### src/rtl/demod_pkg.sv
`timescale 1ns/1ps
`default_nettype none
// +--------------------------------------------------------------------------+
// | demod_pkg : shared types/constants for the AM/ASK demodulator scheduler  |
// | Rev 1.0                                                                  |
// +--------------------------------------------------------------------------+
package demod_pkg;

    typedef enum logic [1:0] {
        IDLE    = 2'd0,
        RUN_AM  = 2'd1,
        RUN_ASK = 2'd2,
        FLUSH   = 2'd3
    } mode_e;

    localparam int WIN_CNT_W = 16;

    // Mode bit encoding, also used by am_ask_demod
    localparam logic MODE_AM  = 1'b0;
    localparam logic MODE_ASK = 1'b1;

    function automatic mode_e run_state(input logic mode);
        return (mode == MODE_ASK) ? RUN_ASK : RUN_AM;
    endfunction

endpackage : demod_pkg
`default_nettype wire

### src/rtl/low_level_window.sv
`timescale 1ns/1ps
`default_nettype none
// +--------------------------------------------------------------------------+
// | low_level_window : counts near-zero samples over fixed sample windows    |
// | Rev 1.0                                                                  |
// +--------------------------------------------------------------------------+
module low_level_window
    import demod_pkg::*;
#(
    parameter int AD_WIDTH            = 10,
    parameter int SAMPLE_COUNT        = 10000,
    parameter int LOW_LEVEL_THRESHOLD = 10
) (
    input  logic                 clk,
    input  logic                 rst,
    input  logic                 sample_valid,
    input  logic [AD_WIDTH-1:0]  ad_data,
    output logic                 win_done,
    output logic [WIN_CNT_W-1:0] win_low_count
);

    localparam int SMP_W = $clog2(SAMPLE_COUNT);
    localparam logic [SMP_W-1:0]     c_last_smp = SMP_W'(SAMPLE_COUNT - 1);
    localparam logic [31:0]          c_low_thr  = 32'(LOW_LEVEL_THRESHOLD);
    localparam logic [WIN_CNT_W-1:0] c_sat      = {WIN_CNT_W{1'b1}};

    logic [SMP_W-1:0]     r_smp_cnt;
    logic [WIN_CNT_W-1:0] r_low_cnt;
    logic [WIN_CNT_W-1:0] r_win_low;
    logic                 r_win_done;
    logic                 w_is_low;
    logic [WIN_CNT_W-1:0] w_low_next;

    assign w_is_low   = (32'(ad_data) < c_low_thr);
    assign w_low_next = (w_is_low && (r_low_cnt != c_sat)) ? (r_low_cnt + WIN_CNT_W'(1))
                                                           : r_low_cnt;

    // The closing sample is folded into the reported count
    always_ff @(posedge clk) begin
        if (rst) begin
            r_smp_cnt  <= '0;
            r_low_cnt  <= '0;
            r_win_low  <= '0;
            r_win_done <= 1'b0;
        end else begin
            r_win_done <= 1'b0;
            if (sample_valid) begin
                if (r_smp_cnt == c_last_smp) begin
                    r_smp_cnt  <= '0;
                    r_low_cnt  <= '0;
                    r_win_low  <= w_low_next;
                    r_win_done <= 1'b1;
                end else begin
                    r_smp_cnt <= r_smp_cnt + SMP_W'(1);
                    r_low_cnt <= w_low_next;
                end
            end
        end
    end

    assign win_done      = r_win_done;
    assign win_low_count = r_win_low;

endmodule : low_level_window
`default_nettype wire

### src/rtl/demod_mode_ctrl.sv
`timescale 1ns/1ps
`default_nettype none
// +--------------------------------------------------------------------------+
// | demod_mode_ctrl : votes AM vs ASK per window, switches with FIR flush    |
// | Optional DEMOD_MODE_FORCE_EN adds force_en/force_ask override.  Rev 1.0  |
// +--------------------------------------------------------------------------+
module demod_mode_ctrl
    import demod_pkg::*;
#(
    parameter int AD_WIDTH            = 10,
    parameter int SAMPLE_COUNT        = 10000,
    parameter int LOW_LEVEL_THRESHOLD = 10,
    parameter int ASK_THRESHOLD       = 2000,
    parameter int CONFIRM_WINDOWS     = 2,
    parameter int FLUSH_CYCLES        = 64
) (
    input  logic                 clk,
    input  logic                 rst,
    input  logic                 sample_valid,
    input  logic [AD_WIDTH-1:0]  ad_data,
`ifdef DEMOD_MODE_FORCE_EN
    input  logic                 force_en,
    input  logic                 force_ask,
`endif
    output logic                 am_en,
    output logic                 ask_en,
    output logic                 is_ask,
    output logic                 type_valid,
    output logic                 mode_change,
    output logic                 win_done,
    output logic [WIN_CNT_W-1:0] win_low_count
);

    localparam int DIS_W   = $clog2(CONFIRM_WINDOWS + 1);
    localparam int FLUSH_W = (FLUSH_CYCLES > 1) ? $clog2(FLUSH_CYCLES) : 1;
    localparam logic [DIS_W-1:0]     c_confirm    = DIS_W'(CONFIRM_WINDOWS);
    localparam logic [FLUSH_W-1:0]   c_flush_last = FLUSH_W'(FLUSH_CYCLES - 1);
    localparam logic [WIN_CNT_W:0]   c_ask_thr    = (WIN_CNT_W + 1)'(ASK_THRESHOLD);

    logic                 w_win_done;
    logic [WIN_CNT_W-1:0] w_win_low;
    logic                 w_vote_ask;
    logic                 w_force_en;
    logic                 w_force_ask;

    mode_e                r_state,       w_state;
    logic [DIS_W-1:0]     r_disagree,    w_disagree;
    logic [FLUSH_W-1:0]   r_flush_cnt,   w_flush_cnt;
    logic                 r_target,      w_target;
    logic                 r_is_ask,      w_is_ask;
    logic                 r_type_valid,  w_type_valid;
    logic                 r_mode_change, w_mode_change;
    logic [DIS_W-1:0]     w_dis_inc;

    low_level_window #(
        .AD_WIDTH            (AD_WIDTH),
        .SAMPLE_COUNT        (SAMPLE_COUNT),
        .LOW_LEVEL_THRESHOLD (LOW_LEVEL_THRESHOLD)
    ) u_window (
        .clk           (clk),
        .rst           (rst),
        .sample_valid  (sample_valid),
        .ad_data       (ad_data),
        .win_done      (w_win_done),
        .win_low_count (w_win_low)
    );

`ifdef DEMOD_MODE_FORCE_EN
    assign w_force_en  = force_en;
    assign w_force_ask = force_ask;
`else
    assign w_force_en  = 1'b0;
    assign w_force_ask = 1'b0;
`endif

    assign w_vote_ask = ({1'b0, w_win_low} > c_ask_thr);
    assign w_dis_inc  = r_disagree + DIS_W'(1);

    always_ff @(posedge clk) begin
        if (rst) begin
            r_state       <= IDLE;
            r_disagree    <= '0;
            r_flush_cnt   <= '0;
            r_target      <= MODE_AM;
            r_is_ask      <= 1'b0;
            r_type_valid  <= 1'b0;
            r_mode_change <= 1'b0;
        end else begin
            r_state       <= w_state;
            r_disagree    <= w_disagree;
            r_flush_cnt   <= w_flush_cnt;
            r_target      <= w_target;
            r_is_ask      <= w_is_ask;
            r_type_valid  <= w_type_valid;
            r_mode_change <= w_mode_change;
        end
    end

    always_comb begin
        w_state       = r_state;
        w_disagree    = r_disagree;
        w_flush_cnt   = r_flush_cnt;
        w_target      = r_target;
        w_is_ask      = r_is_ask;
        w_type_valid  = r_type_valid;
        w_mode_change = 1'b0;
        case (r_state)
            IDLE: begin
                if (w_force_en) begin
                    w_state       = run_state(w_force_ask);
                    w_is_ask      = w_force_ask;
                    w_type_valid  = 1'b1;
                    w_mode_change = 1'b1;
                end else if (w_win_done) begin
                    w_state       = run_state(w_vote_ask);
                    w_is_ask      = w_vote_ask;
                    w_type_valid  = 1'b1;
                    w_mode_change = 1'b1;
                end
            end
            RUN_AM, RUN_ASK: begin
                if (w_force_en) begin
                    w_disagree = '0;
                    if (w_force_ask != r_is_ask) begin
                        w_state     = FLUSH;
                        w_target    = w_force_ask;
                        w_flush_cnt = '0;
                    end
                end else if (w_win_done) begin
                    if (w_vote_ask == r_is_ask) begin
                        w_disagree = '0;
                    end else if (w_dis_inc == c_confirm) begin
                        w_state     = FLUSH;
                        w_target    = w_vote_ask;
                        w_disagree  = '0;
                        w_flush_cnt = '0;
                    end else begin
                        w_disagree = w_dis_inc;
                    end
                end
            end
            FLUSH: begin
                // An active override may retarget a flush already in progress
                if (w_force_en) begin
                    w_target   = w_force_ask;
                    w_disagree = '0;
                end
                if (r_flush_cnt == c_flush_last) begin
                    w_state       = run_state(w_target);
                    w_is_ask      = w_target;
                    w_mode_change = 1'b1;
                    w_flush_cnt   = '0;
                end else begin
                    w_flush_cnt = r_flush_cnt + FLUSH_W'(1);
                end
            end
            default: w_state = IDLE;
        endcase
    end

    assign am_en         = (r_state == RUN_AM);
    assign ask_en        = (r_state == RUN_ASK);
    assign is_ask        = r_is_ask;
    assign type_valid    = r_type_valid;
    assign mode_change   = r_mode_change;
    assign win_done      = w_win_done;
    assign win_low_count = w_win_low;

endmodule : demod_mode_ctrl
`default_nettype wire
### config.mk
export PLATFORM = sky130hd
export DESIGN_NAME = demod_mode_ctrl
export DESIGN_NICKNAME = d
export VERILOG_FILES = /design/src/rtl/demod_pkg.sv /design/src/rtl/low_level_window.sv /design/src/rtl/demod_mode_ctrl.sv
export SDC_FILE = /design/constraint.sdc
export NUM_CORES = 1
export LEC_CHECK = 0
export ABC_AREA = 1
export CAP_MARGIN = 10
export CORE_ASPECT_RATIO = 0.7
export CORE_MARGIN = 2
export CORE_UTILIZATION = 50
export CTS_CLUSTER_SIZE = 30
export DETAILED_ROUTE_END_ITERATION = 8
export PLACE_DENSITY = 0.75
export SYNTH_ARGS = -nofsm -noshare
export SYNTH_HDL_FRONTEND = slang
export SYNTH_HIERARCHICAL = 1
export SYNTH_SLANG_ARGS = --single-unit
### constraint.sdc
create_clock -name clk -period 2.08 [get_ports clk]
set_input_delay 0.208 -clock clk [delete_from_list [all_inputs] [get_ports clk]]
set_output_delay 0.208 -clock clk [all_outputs]
set_load 0.03 [all_outputs]
==> results of run 1 <==
## report_power, final
group / switching [mW] / internal, mW / leakage (nW)
clock: 0.471 / 0.650 / 0.106
sequential: 0.00361 / 1.17 / 0.491
combinational: 0.0490 / 0.0339 / 1.09
## cells in the final DEF (no fill, tap or decap), types with 2 or more instances in the layout
cell,instances
nand3_1,29
nor2_4,3
xnor2_1,3
dfxtp_1,61
nand3b_1,2
nor2_1,59
xor2_1,6
clkdlybuf4s50_1,33
clkbuf_8,12
ha_1,8
inv_1,47
inv_2,6
nand2_2,3
o21ai_2,4
a211oi_1,2
nand2_1,194
nor2_2,7
nand3_4,2
buf_4,9
nor3_1,5
o21ai_0,8
a21oi_2,5
nand4_1,14
a21oi_1,28
## flip-flops by register name (all words and copies together) (netlist names)
signal                  flops
r_flush_cnt                 6
type_valid                  1
u_window/r_smp_cnt         14
r_disagree                  2
r_state                     2
r_target                    1
is_ask                      1
u_window/win_low_count     16
u_window/win_done           1
mode_change                 1
u_window/r_low_cnt         16
## per-layer routing
layer / vias up / wire (um)
met5: - / 0
li1: 1747 / -
met4: 0 / 93
met3: 9 / 602
met1: 1537 / 4052
met2: 108 / 3510
## worst max path at each step
stage                                   to  slack, ns  startpoint
floorplan                   r_flush_cnt[0]       0.45  r_state[0]
global placement    u_window/r_low_cnt[10]       0.30  ad_data[8]
detailed placement  u_window/r_low_cnt[10]       0.26  ad_data[8]
CTS                                 ask_en       0.20  r_state[0]
global route                r_flush_cnt[0]       0.08  r_state[0]
finish                              ask_en       0.21  r_state[0]
## metrics by stage
| stage | cell area (um^2) | power, mW | std cells |
|---|---|---|---|
| after floorplan | 3413 | 1.241 | 521 |
| after global placement | 3871 | 1.281 | 646 |
| after CTS | 4083 | 2.402 | 662 |
| after detailed placement | 3871 | 1.283 | 646 |
| after global routing | 4083 | 2.461 | 662 |
| final | 4083 | 2.378 | 662 |
## cell families after synthesis
group	after synthesis
flops	61
buf+inv	66
simple gates	326
fa+ha+maj	8
compound gates	51
xor+xnor	9
## worst max-delay path, cell delays in order, from the launching register on
cell             delay, ns
dfxtp_1               0.34
inv_1                 0.13
ha_1                  0.18
clkdlybuf4s50_1       0.67
## final cells by class
type	count	area, um^2	area share (%)
Multi-Input combinational cell	394	1912	46.83
Clock buffer	13	168.9	4.137
Clock inverter	3	42.54	1.042
Timing Repair Buffer	43	417.9	10.24
Inverter	54	202.7	4.965
Tap cell	94	117.6	2.881
Sequential cell	61	1221	29.91
==> flow_summary.yaml, run 1 <==
cells_and_area:
  syn_to_final_growth_pct: 19.61
  fin_nets: 584
  diodes: 0
  fill_cells: 644
  drive_gt1_share_pct: 10.56
  fin_util_pct: 60.99
synth:
  yosys-mux-area-fraction_pct: 0
  synth_compound_area_share_pct: 8.908
  synth_top_area_share_pct: 35.78
  synth_warnings: 6
  synth_area_leaders: "dfxtp_1, nand2_1, nor2_1"
  ys_types: 38
  synth_edf_count: 0
  synth_top_area_cell: "dfxtp_1"
  seq_area_frac_synth_pct: 35.78
  yosys.area_share.simple_pct: 41.86
  netlist_top_cells_count: "nand2_1, dfxtp_1, nor2_1"
  synth-xor-area-share_pct: 2.309
  synthFlopType: "dfxtp_1"
  avgSynthCellArea_um2: 6.551
  yosysMostFrequentCell: "nand2_1"
  synth_top_family_by_area: "simple AND/OR/NAND/NOR gates"
  syn_inst: 521
  async_reset_ff_share_pct: 0
  netlist_area_mm2: 0.003413
  syn_nets: 542
  synth_seq_cells: 61
  synthAdderAreaFrac_pct: 2.933
power:
  power.leakage_nw: 1.688
  peakVddDrop_v: 0.0003668
  p_per_area_mw_per_mm2: 582.5
cts:
  post_cts_buffers: 0
  cts_made_buffers: 9
  root_buffer: "clkbuf_8"
  cts_hold_buf: 0
  clock_sinks: 61
  cts.path.max_buffers: 2
  htree_levels: 3
  clk_latency_ns: 0.35
  cts_resized: 0
  clkTransAtPathRegs_ns: 0.07
  cts_tree: "yes"
setup_path:
  worstRegToRegCells: 9
  required_ns: 1.87
  rrSetupSlack_ns: 0.23
  critPathKind: "reg2out"
  critPathLaunchType: "flop"
  worst-path-max-fanout: 4
  timing.rr.end: "u_window/win_low_count[7]"
  crit_path_end_kind: "output pin"
  crit_arrival_ns: 1.66
  rr_startpoint: "u_window/r_smp_cnt[0]"
status:
  status: "complete, no violations"
global_route:
  use_met3_pct: 6.801
  grt_remaining_overflow: 0
  grt_max_degree: 23
  met1_usage_pct: 33.23
  grt_pass1_vias: 2961
  antenna_found_initial: 0
  grt_usage_pct: 23.63
  grt_pass1_wl_mm: 13.70
  gr-max-usage-layer: "met2"
  grt_use_met2_pct: 35.58
worst_hold_path:
  min_to: "r_disagree[1]"
  hold_class: "reg2reg"
  min_from: "r_disagree[1]"
  holdPathStages: 2
routing:
  routedWlPerCell_um: 12.47
  drc: 0
  drt_first_pass_iters: 4
  via_count: 3401
  drt_iter0_markers: 188
  drt-total-wl_mm: 8.258
  via_per_inst: 5.137
  ant_nets: 0
die:
  start_util_pct: 50.99
  rows: 25
  io_pins: 35
  fp.dieH_um: 73.13
  die_x_um: 102.8
  dieArea_mm2: 0.007514
  core_mm2: 0.006694
sta:
  setup_viol: 0
  whs_ns: 0.4490
  fin_ws_ns: 0.2074
  setup_tns_ns: 0
  timing_hold_violations_final: 0
  grt_setup_unrepaired: "false"
  max_freq_mhz: 534.0
  fin_crit_sh_pct: 90.03
  clock-skew-final_ns: 0.01167
  period_needed_ns: 1.873
  tightest_slew_ns: 0.4207
  drv_slew: 0
  relSlewSlack_pct: 71.89
run:
  cap_viol_max_count: 0
place:
  numPortBuffers: 33
  dp_slack_ns: 0.2582
  hpwlAfterDp_mm: 6.052
  gp_congestion: 0.9212
Power figures use the tool's default switching activity.
==> run 2, diff against run 1 <==
HOLD_SLACK_MARGIN = 0.06   (was not set)
==> results of run 2 <==
No change in the layout: final DEF, timing and power equal those of run 1.
==> RTL edit 1 (settings of run 1) <==
Register the output `win_low_count`; this adds one clock of latency there. The other outputs are not delayed to match.
--- a/src/rtl/demod_mode_ctrl.sv
+++ b/src/rtl/demod_mode_ctrl.sv
@@ -36,6 +36,8 @@
     localparam logic [DIS_W-1:0]     c_confirm    = DIS_W'(CONFIRM_WINDOWS);
     localparam logic [FLUSH_W-1:0]   c_flush_last = FLUSH_W'(FLUSH_CYCLES - 1);
     localparam logic [WIN_CNT_W:0]   c_ask_thr    = (WIN_CNT_W + 1)'(ASK_THRESHOLD);
+
+    logic [WIN_CNT_W-1:0] win_low_count_d;
 
     logic                 w_win_done;
     logic [WIN_CNT_W-1:0] w_win_low;
@@ -164,7 +166,11 @@
     assign type_valid    = r_type_valid;
     assign mode_change   = r_mode_change;
     assign win_done      = w_win_done;
-    assign win_low_count = w_win_low;
+    assign win_low_count_d = w_win_low;
+
+    always_ff @(posedge clk) begin
+        win_low_count <= win_low_count_d;
+    end
 
 endmodule : demod_mode_ctrl
 `default_nettype wire
Behaviour: no difference found for any inputs over 10 cycles, from zero or initial values and one cycle with rst high; that may be too few to reach the edited logic, so the function may still have changed.
==> RTL edit 1 against run 1 <==
Power rose by 13%. Final area rose by 8.2%. Count of clock-buffer cells in the layout decreased by 3. Sequential cell count is 16 higher. Fmax rose by 1.6%. Clock skew decreased by 4.7 ps. Area after synthesis is 11% higher. Routed wire length is 2.3% lower. First-iteration DRC count up 32%. Setup slack improved by 29 ps. Sequential power is 26% higher.
==> RTL edit 1: results (changes against run 1) <==
- Pre-Repair DR Iteration Count: 5 (was 4)
- Global Route Usage Sum: 21.1% (was 23.6%)
- Clock latency on the worst-skew pair: 350 ps (about the same)
- Reg2reg path depth: 10 (was 9)
- Mux contribution to synthesized area: 0% (unchanged)
- # nets final: 602 (was 584)
- Worst Path Arrival: 1640 ps (was 1660 ps)
- DR WL met2: 3370 microns (was 3510 microns)
- Leak: 1.81 nW (was 1.69 nW)
- Placed cell areas: 4220 sq um (was 3870 sq um)
- Commonest cells in the netlist: nand2_1 (194), dfxtp_1 (77), nor2_1 (57), inv_1 (50), nand3_1 (28) (was nand2_1 (194), dfxtp_1 (61), nor2_1 (59), inv_1 (47), nand3_1 (29))
- Post_cts resized: 0 (unchanged)
- Adder-Cell Fraction of Synth Area: 2.65% (was 2.93%)
- Worst slew pin tran: 398 ps (was 421 ps)
- Htree depth: 3 (unchanged)
- Post-DP HPWL: 5910 microns (was 6050 microns)
- Min-Delay Startpoint: u_window/win_low_count[1] (was r_disagree[1])
- Ys flop type: dfxtp_1 (unchanged)
- Post-synthesis sequential area ratio: 40.9% (was 35.8%)
- Synth warnings: 6 (unchanged)
- Hold Path Sink: win_low_count[1] (was r_disagree[1])
- DR vias/cell: 5.01 (was 5.14)
- Vias in the first global route: 3038 (was 2961)
- Clk_skew: 7.02 ps (was 11.7 ps)
- Share of layout cells above drive strength 1: 10.9% (was 10.6%)
- Largest cells by area after synthesis: dfxtp_1 (41%), nand2_1 (19%), nor2_1 (5.7%) (was dfxtp_1 (36%), nand2_1 (21%), nor2_1 (6.5%))
- Fillers: 650 (was 644)
- DR iter-0 viols: 248 (was 188)
- Number of library cell types mapped by synthesis: 37 (was 38)
- Met3 routed WL: 565 microns (was 602 microns)
- WHS: 375 ps (was 449 ps)
- Crit Reg-Reg Startpoint: u_window/r_low_cnt[0] (was u_window/r_smp_cnt[0])
- Place WS: 296 ps (was 258 ps)
- Dpl cells: 668 (was 646)
- Met1 Use GR: 30.2% (was 33.2%)
- Max Used Layer: met4 (unchanged)
- Worst setup path endpoint: ask_en (unchanged)
- Antenna cells: 0 (unchanged)
- Final design area excluding fillers: 4420 sq um (was 4080 sq um)
- Peak supply drop: 317 uV (was 367 uV)
- Wire length per cell: 11.8 microns (was 12.5 microns)
- Area share of xor/xnor cells in the synthesized design: 2.09% (was 2.31%)
- Met2 Use GR: 30.5% (was 35.6%)
- Worst hold stages: 0 (was 2)
- Crit-path max cell delay: 660 ps
- Status: finished clean (unchanged)
- Synth Area in Compound Gates: 7.96% (was 8.91%)
- Setup Buffers After CTS: 0 (unchanged)
- First-pass GRT wire length: 13900 microns (was 13700 microns)
- Gate Count Post-Synth: 541 (was 521)
- Gpl congestion: 0.865 (was 0.921)
- Syn_nets: 562 (was 542)
- DRT met1 WL: 4020 microns (was 4050 microns)
- GR Util met3: 5.53% (was 6.80%)
- R2r endpoint: u_window/r_low_cnt[7] (was u_window/win_low_count[7])
- Final wirelength: 8070 microns (was 8260 microns)
RTL edit 1: changes by cell type in the layout (fill, tap and decap cells not counted), moves of 2 or more:
cell             run 1  this run
nor2_2               7         9
inv_1               47        50
buf_4                9         6
a21oi_1             28        24
nor2_1              59        57
dfxtp_1             61        77
inv_6                0         2
nand2_2              3         5
clkbuf_8            12         9
nand2_4              1         3
RTL edit 1: where the power goes:
group | internal (W) | switching [W] | leakage, nW | total (W)
clock | 0.000565 | 0.000567 | 0.0935 | 0.00113
combinational | 0.0000329 | 0.0000465 | 1.09 | 0.0000793
sequential | 0.00148 | 0.00000321 | 0.620 | 0.00148
RTL edit 1: final cells by class:
| cell class | instances | share of cell area, % |
|---|---|---|
| Sequential cell | 77 | 34.9 |
| Clock inverter | 6 | 1.61 |
| Clock buffer | 10 | 2.89 |
| Inverter | 57 | 4.84 |
| Tap cell | 98 | 2.77 |
| Multi-Input combinational cell | 396 | 44.1 |
| Timing Repair Buffer | 40 | 8.95 |
==> RTL edit 2 (settings of run 1) <==
Without the edit above. Add a define of `DEMOD_MODE_FORCE_EN`.
--- a/src/rtl/demod_mode_ctrl.sv
+++ b/src/rtl/demod_mode_ctrl.sv
@@ -4,6 +4,8 @@
 // | demod_mode_ctrl : votes AM vs ASK per window, switches with FIR flush    |
 // | Optional DEMOD_MODE_FORCE_EN adds force_en/force_ask override.  Rev 1.0  |
 // +--------------------------------------------------------------------------+
+`define DEMOD_MODE_FORCE_EN
+
 module demod_mode_ctrl
     import demod_pkg::*;
 #(
Interface: changed (added force_ask and force_en); port bits go from 35 to 37. The function was not compared with the original's and may differ.
==> RTL edit 2 against run 1 <==
Final area increased by 1.1%. Fmax increased by 1.4%. Largest cell class unchanged. Critical path type unchanged. Sequential cell count unchanged. Routed wire length decreased by 0.87%. Setup slack improved by 26 ps. Area after synthesis increased by 1.3%. Clock skew decreased by 5.6 ps.
Power is not compared: it rests on default switching activity, and its combinational part moved more than twofold at a synthesized area within 25%.
==> RTL edit 2: results (changes against run 1) <==
- Met2 Use GR: 34.3% (was 35.6%)
- Dpl cells: 655 (was 646)
- Adder-Cell Fraction of Synth Area: 2.90% (was 2.93%)
- Fillers: 632 (was 644)
- Placed cell areas: 3890 sq um (was 3870 sq um)
- Clock latency on the worst-skew pair: 330 ps (was 350 ps)
- Place WS: 266 ps (was 258 ps)
- Final Non-Filler Cells: 671 (was 662)
- First-pass GRT wire length: 13600 microns (was 13700 microns)
- Worst Path Arrival: 1640 ps (was 1660 ps)
- Final wirelength: 8190 microns (was 8260 microns)
- Via count: 3392 (was 3401)
- Worst slew pin tran: 413 ps (was 421 ps)
- DR iter-0 viols: 191 (was 188)
- Crit Reg-Reg Startpoint: u_window/r_low_cnt[0] (was u_window/r_smp_cnt[0])
- Area share of xor/xnor cells in the synthesized design: 2.28% (was 2.31%)
- Synth async-reset ratio: 0% (unchanged)
- Share of layout cells above drive strength 1: 9.19% (was 10.6%)
- CTS Buf Count: 9 (unchanged)
- Power Total: 0.00389 W
- Post-DP HPWL: 5940 microns (was 6050 microns)
- Number of library cell types mapped by synthesis: 37 (was 38)
- Port Buffers: 35 (was 33)
- Avg Cell Area, Syn: 6.47 sq um (was 6.55 sq um)
- Met1 Use GR: 33.7% (was 33.2%)
- Syn_nets: 557 (was 542)
- Status: finished clean (unchanged)
- Synth Area in Compound Gates: 9.05% (was 8.91%)
- Largest cells by area after synthesis: dfxtp_1 (35%), nand2_1 (22%), nor2_1 (6.7%) (was dfxtp_1 (36%), nand2_1 (21%), nor2_1 (6.5%))
- Post-synthesis sequential area ratio: 35.3% (was 35.8%)
- GR Util met3: 6.09% (was 6.80%)
- DRT met1 WL: 4070 microns (was 4050 microns)
- # nets final: 595 (was 584)
- Gpl congestion: 0.857 (was 0.921)
- DR WL met2: 3530 microns (was 3510 microns)
- Commonest cells in the netlist: nand2_1 (199), nor2_1 (62), dfxtp_1 (61), inv_1 (44), nand3_1 (40) (was nand2_1 (194), dfxtp_1 (61), nor2_1 (59), inv_1 (47), nand3_1 (29))
-- RTL edit 2: final cells by class --
class                           count  area (sq um)  share of cell area [%]
Clock buffer                       12           145                    3.52
Clock inverter                      4          95.1                    2.30
Inverter                           48           180                    4.37
Timing Repair Buffer               41           408                    9.88
Sequential cell                    61          1220                    29.6
Tap cell                           94           118                    2.85
Multi-Input combinational cell    411          1960                    47.5
-- RTL edit 2: cell families after synthesis --
group | Yosys count
adder cells (fa/ha/maj) | 8
XOR/XNOR | 9
flip-flops | 61
AND/OR/NAND/NOR | 342
AO/OA/AOI/OAI | 52
buffers and inverters | 62
-- RTL edit 2: worst paths after layout --
| kind | to | slack (ps) | cells after the start |
|---|---|---|---|
| setup / recovery | ask_en | 230 | 3 |
| hold / removal | r_disagree[1] | 430 | 2 |
| setup reg to reg | u_window/r_low_cnt[9] | 230 | 10 |
| hold reg to reg | r_disagree[1] | 430 | 2 |
